<file path="config.mk">
export PLATFORM = sky130hd
export DESIGN_NAME = mul_host_uart_driver
export DESIGN_NICKNAME = d
export VERILOG_FILES = /design/src/rtl/mul_host_uart_driver.sv
export SDC_FILE = /design/constraint.sdc
export NUM_CORES = 1
export LEC_CHECK = 0
export ABC_AREA = 1
export BUFFER_PORTS_ARGS = -buffer_cell sky130_fd_sc_hd__buf_2
export CORE_MARGIN = 2
export CORE_UTILIZATION = 60
export DETAILED_ROUTE_END_ITERATION = 7
export PLACE_DENSITY = 0.89
export SYNTH_ARGS = -nofsm -noshare
export SYNTH_HDL_FRONTEND = slang
export SYNTH_SLANG_ARGS = --single-unit
</file>
<file path="constraint.sdc">
create_clock -name clk -period 5.3 [get_ports clk]
set_input_delay 0.265 -clock clk [delete_from_list [all_inputs] [get_ports clk]]
set_output_delay 0.265 -clock clk [all_outputs]
set_load 0.02 [all_outputs]
</file>
<file path="src/rtl/mul_host_uart_driver.sv">
// Host-side driver for the UART multiplier core: sends A then B as 8N1
// frames, collects the two-byte product reply, and reports done or error.
module mul_host_uart_driver #(
  parameter logic [25:0] CLOCK_FREQ   = 26'd50000000,
  parameter logic [23:0] BAUD_RATE    = 24'd9600,
  parameter int          TX_GAP       = 100,
  parameter int          RESP_TIMEOUT = 2000000
) (
  input  logic        clk,
  input  logic        reset,
  input  logic        start,
  input  logic [7:0]  op_a,
  input  logic [7:0]  op_b,
  input  logic        uart_rx,
  output logic        uart_tx,
  output logic        mul_enable,
  output logic        busy,
  output logic [15:0] product,
  output logic        done,
  output logic        timeout_err
);

  localparam logic [31:0] CPB      = 32'(CLOCK_FREQ) / 32'(BAUD_RATE);
  localparam logic [31:0] BIT_END  = CPB - 32'd1;
  localparam logic [31:0] HALF_END = (CPB >> 1) - 32'd1;
  localparam logic [31:0] GAP_END  = 32'(TX_GAP) - 32'd1;
  localparam logic [31:0] TMO_END  = 32'(RESP_TIMEOUT) - 32'd1;

  typedef enum logic [2:0] {
    S_IDLE, S_SEND_A, S_GAP, S_SEND_B, S_WAIT
  } state_e;

  typedef enum logic [1:0] {
    R_HUNT, R_START, R_DATA, R_STOP
  } rx_state_e;

  state_e      state_q, state_d;
  logic [7:0]  a_q, a_d;
  logic [7:0]  b_q, b_d;
  logic        tx_q, tx_d;
  logic [31:0] cnt_q, cnt_d;
  logic [3:0]  bit_q, bit_d;
  logic [7:0]  stage_q, stage_d;
  logic        nbytes_q, nbytes_d;
  logic [15:0] product_q, product_d;
  logic        done_q, done_d;
  logic        err_q, err_d;

  rx_state_e   rst_q, rst_d;
  logic        s1_q, s2_q, s3_q;
  logic [31:0] rcnt_q, rcnt_d;
  logic [2:0]  rbit_q, rbit_d;
  logic [7:0]  rsh_q, rsh_d;

  logic        rx_ok;
  logic        rx_ferr;
  logic [9:0]  frame;

  // Stop-bit centre: good byte if line high, framing error if low.
  assign rx_ok   = (rst_q == R_STOP) && (rcnt_q == BIT_END) && s2_q;
  assign rx_ferr = (rst_q == R_STOP) && (rcnt_q == BIT_END) && !s2_q;

  always_comb begin
    rst_d  = rst_q;
    rcnt_d = rcnt_q;
    rbit_d = rbit_q;
    rsh_d  = rsh_q;
    unique case (rst_q)
      R_HUNT: begin
        if (s3_q && !s2_q) begin
          rst_d  = R_START;
          rcnt_d = '0;
        end
      end
      R_START: begin
        if (rcnt_q == HALF_END) begin
          rcnt_d = '0;
          rbit_d = '0;
          rst_d  = s2_q ? R_HUNT : R_DATA;
        end else begin
          rcnt_d = rcnt_q + 32'd1;
        end
      end
      R_DATA: begin
        if (rcnt_q == BIT_END) begin
          rcnt_d = '0;
          rsh_d  = {s2_q, rsh_q[7:1]};
          if (rbit_q == 3'd7) rst_d = R_STOP;
          else rbit_d = rbit_q + 3'd1;
        end else begin
          rcnt_d = rcnt_q + 32'd1;
        end
      end
      R_STOP: begin
        if (rcnt_q == BIT_END) begin
          rcnt_d = '0;
          rst_d  = R_HUNT;
        end else begin
          rcnt_d = rcnt_q + 32'd1;
        end
      end
      default: rst_d = R_HUNT;
    endcase
  end

  always_comb begin
    state_d   = state_q;
    a_d       = a_q;
    b_d       = b_q;
    tx_d      = tx_q;
    cnt_d     = cnt_q;
    bit_d     = bit_q;
    stage_d   = stage_q;
    nbytes_d  = nbytes_q;
    product_d = product_q;
    done_d    = 1'b0;
    err_d     = 1'b0;
    frame     = {1'b1, (state_q == S_SEND_B) ? b_q : a_q, 1'b0};
    unique case (state_q)
      S_IDLE: begin
        if (start) begin
          a_d     = op_a;
          b_d     = op_b;
          tx_d    = 1'b0;
          cnt_d   = '0;
          bit_d   = '0;
          state_d = S_SEND_A;
        end
      end
      S_SEND_A, S_SEND_B: begin
        if (cnt_q == BIT_END) begin
          cnt_d = '0;
          if (bit_q == 4'd9) begin
            tx_d     = 1'b1;
            nbytes_d = 1'b0;
            state_d  = (state_q == S_SEND_A) ? S_GAP : S_WAIT;
          end else begin
            bit_d = bit_q + 4'd1;
            tx_d  = frame[bit_q + 4'd1];
          end
        end else begin
          cnt_d = cnt_q + 32'd1;
        end
      end
      S_GAP: begin
        if (cnt_q == GAP_END) begin
          cnt_d   = '0;
          bit_d   = '0;
          tx_d    = 1'b0;
          state_d = S_SEND_B;
        end else begin
          cnt_d = cnt_q + 32'd1;
        end
      end
      S_WAIT: begin
        cnt_d = cnt_q + 32'd1;
        // A completing second byte beats a coincident timeout.
        if (rx_ok && nbytes_q) begin
          product_d = {rsh_q, stage_q};
          done_d    = 1'b1;
          state_d   = S_IDLE;
        end else if (rx_ferr || cnt_q == TMO_END) begin
          err_d   = 1'b1;
          state_d = S_IDLE;
        end else if (rx_ok) begin
          stage_d  = rsh_q;
          nbytes_d = 1'b1;
        end
      end
      default: state_d = S_IDLE;
    endcase
  end

  always_ff @(posedge clk or negedge reset) begin
    if (!reset) begin
      state_q   <= S_IDLE;
      a_q       <= '0;
      b_q       <= '0;
      tx_q      <= 1'b1;
      cnt_q     <= '0;
      bit_q     <= '0;
      stage_q   <= '0;
      nbytes_q  <= 1'b0;
      product_q <= '0;
      done_q    <= 1'b0;
      err_q     <= 1'b0;
      rst_q     <= R_HUNT;
      s1_q      <= 1'b1;
      s2_q      <= 1'b1;
      s3_q      <= 1'b1;
      rcnt_q    <= '0;
      rbit_q    <= '0;
      rsh_q     <= '0;
    end else begin
      state_q   <= state_d;
      a_q       <= a_d;
      b_q       <= b_d;
      tx_q      <= tx_d;
      cnt_q     <= cnt_d;
      bit_q     <= bit_d;
      stage_q   <= stage_d;
      nbytes_q  <= nbytes_d;
      product_q <= product_d;
      done_q    <= done_d;
      err_q     <= err_d;
      rst_q     <= rst_d;
      s1_q      <= uart_rx;
      s2_q      <= s1_q;
      s3_q      <= s2_q;
      rcnt_q    <= rcnt_d;
      rbit_q    <= rbit_d;
      rsh_q     <= rsh_d;
    end
  end

  assign busy        = (state_q != S_IDLE);
  assign mul_enable  = busy;
  assign uart_tx     = tx_q;
  assign product     = product_q;
  assign done        = done_q;
  assign timeout_err = err_q;

endmodule

</file>
==> results of run 1 <==
## cell families after synthesis
group / Yosys count / share of synthesized area (%)
and+or+nand+nor: 564 / 34.88
DFF: 131 / 44.67
buffers and inverters: 128 / 7.116
AOI/OAI and AO/OA: 91 / 6.963
xor gates and xnor gates: 23 / 2.741
muxes: 17 / 2.605
adders and majority gates: 6 / 1.021
## flip-flops by register name (all words and copies together) (netlist names), 3 cells and up, named ones only
| signal | count |
|---|---|
| bit_q | 4 |
| stage_q | 8 |
| rsh_q | 8 |
| b_q | 8 |
| rcnt_q | 32 |
| cnt_q | 32 |
| a_q | 8 |
| rbit_q | 3 |
| state_q | 3 |
| product | 16 |
## power by group through the flow
stage | sequential (mW) | clock, mW | combinational [mW]
2_1_floorplan | 1.15 | 0 | 0.362
3_3_place_gp | 1.20 | 0 | 0.415
4_1_cts | 1.19 | 1.28 | 0.441
5_1_grt | 1.21 | 1.32 | 0.504
6_report | 1.19 | 1.27 | 0.444
3_5_place_dp | 1.20 | 0 | 0.430
## worst max-delay path by stage
| stage | from | to | slack (ns) |
|---|---|---|---|
| global route | rcnt_q[0]$_DFFE_PN0N_ | rcnt_q[18]$_DFFE_PN0N_ | 2.63 |
| global placement | rcnt_q[0]$_DFFE_PN0N_ | rcnt_q[18]$_DFFE_PN0N_ | 2.96 |
| finish | state_q[0]$_DFFE_PN0P_ | cnt_q[0]$_DFFE_PN0P_ | 2.83 |
| floorplan | rcnt_q[0]$_DFFE_PN0N_ | stage_q[7]$_DFFE_PN0P_ | 3.59 |
| CTS | state_q[0]$_DFFE_PN0P_ | cnt_q[0]$_DFFE_PN0P_ | 2.87 |
| detailed placement | rcnt_q[0]$_DFFE_PN0N_ | rcnt_q[14]$_DFFE_PN0N_ | 2.90 |
## cell usage in the layout (no fill, tap or decap), types with 2 or more instances in the layout
cell / netlist / layout
sky130_fd_sc_hd__nor3_1: 44 / 44
sky130_fd_sc_hd__clkbuf_16: 0 / 17
sky130_fd_sc_hd__dlygate4sd3_1: 0 / 2
sky130_fd_sc_hd__nor3b_1: 8 / 8
sky130_fd_sc_hd__dfrtp_1: 127 / 127
sky130_fd_sc_hd__nand2_1: 238 / 238
sky130_fd_sc_hd__nand3_2: 2 / 2
sky130_fd_sc_hd__clkinv_4: 0 / 3
sky130_fd_sc_hd__buf_4: 3 / 3
sky130_fd_sc_hd__xnor2_1: 6 / 6
sky130_fd_sc_hd__nor2_2: 4 / 4
sky130_fd_sc_hd__nor3b_2: 2 / 2
sky130_fd_sc_hd__inv_1: 98 / 98
sky130_fd_sc_hd__ha_1: 6 / 6
sky130_fd_sc_hd__nand4_1: 45 / 45
sky130_fd_sc_hd__nor3_2: 6 / 6
sky130_fd_sc_hd__xor2_1: 17 / 17
sky130_fd_sc_hd__and3_1: 2 / 2
sky130_fd_sc_hd__o22ai_1: 6 / 6
sky130_fd_sc_hd__buf_2: 13 / 39
sky130_fd_sc_hd__nor4_1: 5 / 5
sky130_fd_sc_hd__mux2_2: 17 / 17
sky130_fd_sc_hd__o21ai_2: 2 / 2
sky130_fd_sc_hd__nand3b_1: 3 / 3
sky130_fd_sc_hd__inv_6: 0 / 3
sky130_fd_sc_hd__a21oi_1: 26 / 26
sky130_fd_sc_hd__bufinv_16: 0 / 4
sky130_fd_sc_hd__nor2_1: 141 / 141
sky130_fd_sc_hd__nor2_4: 5 / 5
sky130_fd_sc_hd__nand3_1: 55 / 55
sky130_fd_sc_hd__dfstp_2: 4 / 4
sky130_fd_sc_hd__a31oi_1: 2 / 2
sky130_fd_sc_hd__inv_2: 5 / 5
sky130_fd_sc_hd__o211ai_1: 9 / 9
sky130_fd_sc_hd__o21ai_0: 42 / 42
## cell type report
type | count | area, um2 | share of cell area (%)
Multi-Input combinational cell | 701 | 3543 | 42.77
Tap cell | 147 | 183.9 | 2.220
Clock inverter | 13 | 196.4 | 2.371
Clock buffer | 19 | 442.9 | 5.346
Timing Repair Buffer | 45 | 249.0 | 3.005
Sequential cell | 131 | 3283 | 39.63
Inverter | 103 | 386.6 | 4.666
## routing by layer
metal | share of wire (%) | track usage [%]
met5 | 0 | 0
met4 | 3.0 | 12.76
met3 | 6.2 | 4.606
met2 | 48 | 47.42
met1 | 42 | 37.70
## worst max-delay path: cells and delay by family, from the launching register on
kind                   cells  cell delay, ns
and+or+nand+nor            3            1.11
buffers and inverters      1            0.45
AOI/OAI and AO/OA          1            0.19
DFF                        1            0.55
## through the flow
step	utilization (%)	cells	cell area (um2)
2_1_floorplan	-	960	7350
6_report	69.27	1159	8285
4_1_cts	69.27	1159	8285
3_3_place_gp	63.76	1125	7626
3_5_place_dp	63.76	1125	7626
5_1_grt	69.27	1159	8285
==> flow_results.org, run 1 <==
** Clock tree
- Gates resized during post-CTS repair numbered 0.
- TritonCTS built the clock tree.
- Buffers inserted during post-CTS setup optimization :: 0
- Clock tree synthesis found a total of 131 sinks.
- Post-CTS Hold Buffers :: 2
- H-tree Lvls :: 4
- Cell at the root of the clock tree :: sky130_fd_sc_hd__clkbuf_16
- Clock latency on the worst-skew pair :: 0.43 ns
- Clock slew at the register clock pins of the worst setup and hold paths :: 0.06 ns
- Buffers inserted during clock tree synthesis total 17.
- Max Buffers Root-to-Sink :: 2

** Setup path
- Setup slack on the worst reg-to-reg path comes out at 2.83 ns.
- Crit end category :: register
- Source of the worst register-to-register timing path :: state_q[0]$_DFFE_PN0P_
- The endpoint identified for the worst register-to-register timing path is cnt_q[0]$_DFFE_PN0P_.
- Signal arrival time at the worst endpoint :: 2.74 ns
- Max Fanout on Critical Path :: 19
- For this run, the slowest stage of the critical path takes 0.55 ns.
- Path depth of the worst reg2reg path :: 5
- Traced cell by cell, the critical path runs through nor2_4 > nand2_1 > inv_1 > nor2_1 > o21ai_0.
- CP Launch Type :: register
- For the worst setup path, the data required time is 5.57 ns.
- The critical path is of the reg2reg type.
- Master of the slowest instance on the critical path :: sky130_fd_sc_hd__dfrtp_1

** Pwr
- Seq pwr share :: 41.0%
- The analysis attributes to net switching a power of 0.8759 mW.
- Per report_power, the combinational group accounts for 15.3% of the total.
- Of the total power, the clock network draws 43.7%.
- VDD sags by at most 0.2622 mV.
- Internal power component :: 2.027 mW
- In this run the static leakage power is 4.037 nW.
- Total Power Consumption :: 2.903 mW
- Dividing total power by cell area gives a power density of 350.3 mW/mm2.
- Net switching is 30.18% of the power.

** Layout
- Compared with the post-synthesis result, the final layout area differs by 12.73%.
- After the last flow step, the layout net total stands at 1025.
- Cells with a size suffix above 1 make up 12.35% of the layout.
- Filler Cells Inserted :: 858
- The repair_antennas step left the layout with diodes totalling 0.

** Yosys
- Counting every instance in the synthesized netlist gives 960.
- The most used flip-flop cell after synthesis is sky130_fd_sc_hd__dfrtp_1.
- Mean area per synthesized cell :: 7.656 um2
- Synth Warn # :: 0
- Synthesis-stage register bit count :: 131
- Cell types occupying the most area after synthesis :: sky130_fd_sc_hd__dfrtp_1, sky130_fd_sc_hd__nand2_1, sky130_fd_sc_hd__nor2_1
- Library cell occupying the most area in the post-synthesis netlist :: sky130_fd_sc_hd__dfrtp_1
- Unique cell type count in the Yosys netlist :: 41
- Post-Synthesis Cell Area :: 0.007350 mm2
- For this run, asynchronously set or reset flops after synthesis account for 100.0%.
- The synthesized design contains 0 enable-type register cells.
- The share of synthesized area in the top cell type comes to 43.24%.
- The commonest cells after synthesis are sky130_fd_sc_hd__nand2_1, sky130_fd_sc_hd__nor2_1, sky130_fd_sc_hd__dfrtp_1, sky130_fd_sc_hd__inv_1, sky130_fd_sc_hd__nand3_1.
- Summing the sequential cell areas from Yosys gives 44.67% of the chip area.
- Yosys instantiated no cell more often than sky130_fd_sc_hd__nand2_1.
- Synthesized net count :: 986

** Status
- The checks that failed: DRC.
- The run finished, with violations left.

** Place
- Before CTS, the worst setup slack after placement is 2.898 ns.
- At the end of routability-driven placement, the weighted congestion stood at 0.9478.
- Total half-perimeter wirelength after legalization and detailed placement :: 11.59 mm
- Number of buffer cells added on primary ports :: 40

** Global route
- The number of antenna violations at the first check in global routing was 0.
- Overflow after GRT :: 0
- Entering global routing, the biggest net connects 77 pins.
- The first global-routing pass estimated 30.15 mm of wire.
- Overall fraction of global-route tracks in use :: 28.77%
- The via count of the first global-routing pass came to 6472.

** Min path
- The startpoint identified for the worst hold timing path is op_b[6].
- Cell count of the worst hold path :: 2
- Hold endpoint :: b_q[6]$_DFFE_PN0P_
- The min-delay analysis places its worst path in the category in2reg.

** Floorplanning
- Die height :: 114.7 um
- In this run the horizontal extent of the chip is 114.7 um.
- Floorplan Core Area :: 0.01196 mm2
- 41 I/O pins were placed.
- Area enclosed by the die boundary :: 0.01315 mm2
- The initialized floorplan defines 40 standard-cell rows.
- Once the floorplan was initialized, standard cells occupied 61.44% of the core.

** STA
- Setup ws final :: 2.834 ns
- The count of endpoints failing hold in the final timing report was 0.
- Final clock skew :: 0.009454 ns
- Achievable frequency :: 0.4055 GHz
- Worst slew margin :: 42.00%
- After routing, the total negative slack on setup checks comes to 0 ns.
- Hold is met by 0.06848 ns.
- Least-Margin Pin Slew :: 0.8675 ns
- The worst path needs 2.466 ns of the cycle, external delays included.
- The final-report max-slew violation count came to 0.
- Of the available clock period, the critical path in the final layout requires 46.53%.
- Unrepaired setup endpoints after global routing :: false
- Total setup violations reported at the end of the flow :: 0

** Drt
- The final route contains 6783 vias.
- In the final routed layout, each cell accounts on average for 15.20 um.
- The detail route stage leaves a number of antenna-violating nets equal to 0.
- The routed design has 17.62 mm of wire.
- The detailed router finished its first iteration with 707 violations.
- Dividing the detail-routed via count by the number of cells gives 5.852.
- Drt drc :: 2
- The first detailed-routing pass ran for 8 iterations.

** Job
- Number of max-cap violations :: 0
No activity file was read; power rests on OpenSTA's default activity.
==> run 2, diff against run 1 <==
==> constraint.sdc (replaced) <==
create_clock -name clk -period 2.3 [get_ports clk]
set_input_delay 0.115 -clock clk [delete_from_list [all_inputs] [get_ports clk]]
set_output_delay 0.115 -clock clk [all_outputs]
set_load 0.02 [all_outputs]
==> run 2 against run 1 <==
  * The flow now finishes without violations
  * Critical path depth increased by 4
  * Clock power up 120%
  * Setup slack got worse by 2.7 ns
  * Clock-buffer cell count is 2 lower
  * First-iteration DRC count shrank 13%
  * Critical endpoint is now uart_tx$_DFFE_PN1P_
  * Largest cell class unchanged
==> flow_results.org, run 2 (synthesis results as in run 1) <==
** Status
- The flow ran to the end, and the final reports show no timing, DRC or antenna violations.

** Global route
- Number of global-route vias before repair :: 6950 (+7.4%)
- The number of antenna violations at the first check in global routing is 0 (unchanged).
- The wire length of the first global-routing pass came to 33.78 mm (+12%).
- Pin count of the biggest net entering global routing :: 67 (-13%)
- The global routing usage summed across all routing layers was 32.70% (+3.9 points).
- The total congestion overflow after global routing came to 0 (unchanged).

** Setup path
- The worst setup path is of the reg2reg kind.
- The number of cells traversed by the worst register-to-register path is 9 (+4).
- The critical path required time came to 2.67 ns (-2.90 ns).
- CP Launch Type :: register
- Reg2Reg Setup Slack :: 0.14 ns (-2.70 ns)
- Max Fanout on Critical Path :: 11 (-8)
- Worst reg2reg path endpoint :: uart_tx$_DFFE_PN1P_
- STA classifies the critical path endpoint as a register.
- Signal arrival time at the worst endpoint :: 2.54 ns (-0.20 ns)
- The worst register-to-register path begins at state_q[0]$_DFFE_PN0P_.

** Pwr
- The share of total power in combinational logic was 17.5% (+2.2 points).
- Total leakage power :: 4.161 nW (+3.1%)
- The relative contribution of the clock network to total power is 41.8% (-1.9 points).
- The part of the total power dissipated in sequential elements came to 40.7% (-0.3 points).
- Switching part of the total :: 32.70% (+2.5 points)
- The power density of the placed cells came to 782.4 mW/mm2 (+120%).
- The worst voltage drop across the vdd grid is 0.7376 mV (+180%).
- The total net switching power was 2.187 mW (+150%).
- The internal power contribution was 4.501 mW (+120%).

** Layout
- The count of fill cells added during filler insertion came to 817 (-4.8%).
- Antenna Diode Count :: 0 (unchanged)
- Final design utilization :: 71.46% (+2.2 points)
- Fraction of layout cells with a size suffix above 1 :: 13.89% (+1.5 points)
- Layout net count :: 1057 (+3.1%)
- Commonest non-fill, non-tap cells in the layout :: sky130_fd_sc_hd__nand2_1, sky130_fd_sc_hd__nor2_1, sky130_fd_sc_hd__dfrtp_1, sky130_fd_sc_hd__inv_1, sky130_fd_sc_hd__nand3_1
- Layout overhead on the synthesized area :: 16.31%
- Most common cell after layout, fill and taps aside :: sky130_fd_sc_hd__nand2_1

** STA
- The count of endpoints failing hold in the final timing report came to 0 (unchanged).
- The clock tree skew after final layout is 0.01178 ns (+0.002330 ns).
- Max-slew violation count :: 0 (unchanged)
- Setup repair after global routing left no endpoint under its margin.
- Fraction of the cycle the final worst path needs :: 94.12% (+48 points)
- The highest clock rate is 0.4619 GHz (+14%).
- Minimum period implied by the final worst setup slack :: 2.165 ns (-0.3012 ns)
- Total setup violations reported at the end of the flow :: 0 (unchanged)
- Worst slew margin :: 56.95% (+15 points)
- Total Neg Setup Slack :: 0 ns (unchanged)
- Worst hold slack across all endpoints :: 0.2595 ns (+0.1911 ns)
- The actual transition at the worst max-transition pin was 0.6457 ns (-0.2219 ns).

** Drt
- The number of remaining DRC errors was 0 (-2).
- The detailed-route wire length came to 20.15 mm (+14%).
- The DRC violation total after the first TritonRoute iteration is 618 (-13%).
- Remaining number of nets flagged by the antenna check after routing :: 0 (unchanged)
- The routed wirelength normalized by instance count came to 16.92 um (+11%).
- The iteration count of the initial detailed-routing pass came to 5 (-3).
- Number of vias after detailed routing :: 7177 (+5.8%)
- Per-cell via count in the routed design :: 6.026 (+3.0%)

** Floorplanning
- The chip width came to 114.7 um (unchanged).
- The starting utilization of the core area is 61.44% (unchanged).
- The boundary pin count was 41 (unchanged).
- The die outline height is 114.7 um (unchanged).
- The total number of placement rows is 40 (unchanged).
- The area enclosed by the die boundary came to 0.01315 mm2 (unchanged).
- The area inside the core boundary came to 0.01196 mm2 (unchanged).

** Place
- Number of buffer cells added on primary ports :: 40 (unchanged)
- The detailed placement HPWL was 12.20 mm (+5.3%).
- Routability congestion estimate from global placement :: 0.9872 (+4.2%)

** Clock tree
- Clock buffers created by TritonCTS :: 17 (unchanged)
- Max Buffers Root-to-Sink :: 2 (unchanged)
- TritonCTS built the clock tree.
- Clock latency on the worst-skew pair :: 0.43 ns (about the same)
- Buffers inserted during post-CTS setup optimization :: 0 (unchanged)
- H-tree Lvls :: 4 (unchanged)
- The cell sitting at the root of the clock tree is a sky130_fd_sc_hd__clkbuf_16.
- CTS sink cnt :: 131 (unchanged)
- Clock slew at the register clock pins of the worst setup and hold paths :: 0.06 ns (about the same)

** Min path
- Worst hold path type :: in2async

** Job
- The number of max-cap violations is 0 (unchanged).
## run 2: cell type report
type,count,area [um2],share of cell area [%]
multi-input combinational,701,3553,41.57
sequential,131,3283,38.41
timing repair buffer,77,541.8,6.338
clock buffer,17,425.4,4.977
inverter,103,386.6,4.523
tap,147,183.9,2.152
clock inverter,15,173.9,2.035
## run 2: worst max path at each step
stage	slack [ns]	to	cells past startpoint	startpoint
after global placement	0.22	state_q[2]$_DFFE_PN0P_	8	cnt_q[0]$_DFFE_PN0P_
final	0.14	uart_tx$_DFFE_PN1P_	9	state_q[0]$_DFFE_PN0P_
after floorplan	0.59	stage_q[7]$_DFFE_PN0P_	10	rcnt_q[0]$_DFFE_PN0N_
after detailed placement	0.19	state_q[2]$_DFFE_PN0P_	8	cnt_q[0]$_DFFE_PN0P_
after global routing	0.02	product[2]$_DFFE_PN0P_	9	rcnt_q[0]$_DFFE_PN0N_
after CTS	0.15	state_q[2]$_DFFE_PN0P_	8	cnt_q[0]$_DFFE_PN0P_
## run 2: power groups by stage
stage / clock network, mW / logic (mW) / registers (mW)
finish: 2.80 / 1.17 / 2.72
global route: 2.89 / 1.31 / 2.75
CTS: 2.79 / 1.14 / 2.71
detailed placement: 0 / 1.09 / 2.74
global placement: 0 / 1.06 / 2.73
floorplan: 0 / 0.834 / 2.65
## run 2: per-layer routing
| metal | vias to the layer above | track usage, % | part of all wire (%) |
|---|---|---|---|
| met4 | 0 | 16.83 | 4.0 |
| met1 | 3359 | 43.13 | 40 |
| met2 | 429 | 51.40 | 47 |
| met5 | - | 0 | 0 |
| met3 | 93 | 6.617 | 8.6 |
| li1 | 3296 | - | - |
## run 2: stage by stage
| stage | area, um2 | worst slack, ns | power (mW) | std cells |
|---|---|---|---|---|
| floorplan | 7350 | 0.5922 | 3.488 | 960 |
| global placement | 7759 | 0.2190 | 3.787 | 1141 |
| detailed placement | 7759 | 0.1861 | 3.832 | 1141 |
| CTS | 8538 | 0.1491 | 6.639 | 1191 |
| global route | 8548 | 0.02074 | 6.948 | 1191 |
| finish | 8548 | 0.1352 | 6.688 | 1191 |
## run 2: what timing repair did
item | in CTS | in global routing
gates resized for setup | 0 | 3
endpoints found under the hold margin | 79 | 0
endpoints found under the setup margin | 0 | 5
hold buffers | 18 | 0
## run 2: critical path: stages, from the launching register on
cell and delay, ns:
sky130_fd_sc_hd__dfrtp_1 0.55, sky130_fd_sc_hd__nor2_4 0.11, sky130_fd_sc_hd__nand3b_1 0.19, sky130_fd_sc_hd__o21ai_2 0.23, sky130_fd_sc_hd__inv_1 0.13, sky130_fd_sc_hd__buf_4 0.18
sky130_fd_sc_hd__nand4_1 0.30, sky130_fd_sc_hd__nor2_1 0.24, sky130_fd_sc_hd__nand2_1 0.09, sky130_fd_sc_hd__nand2_1 0.07
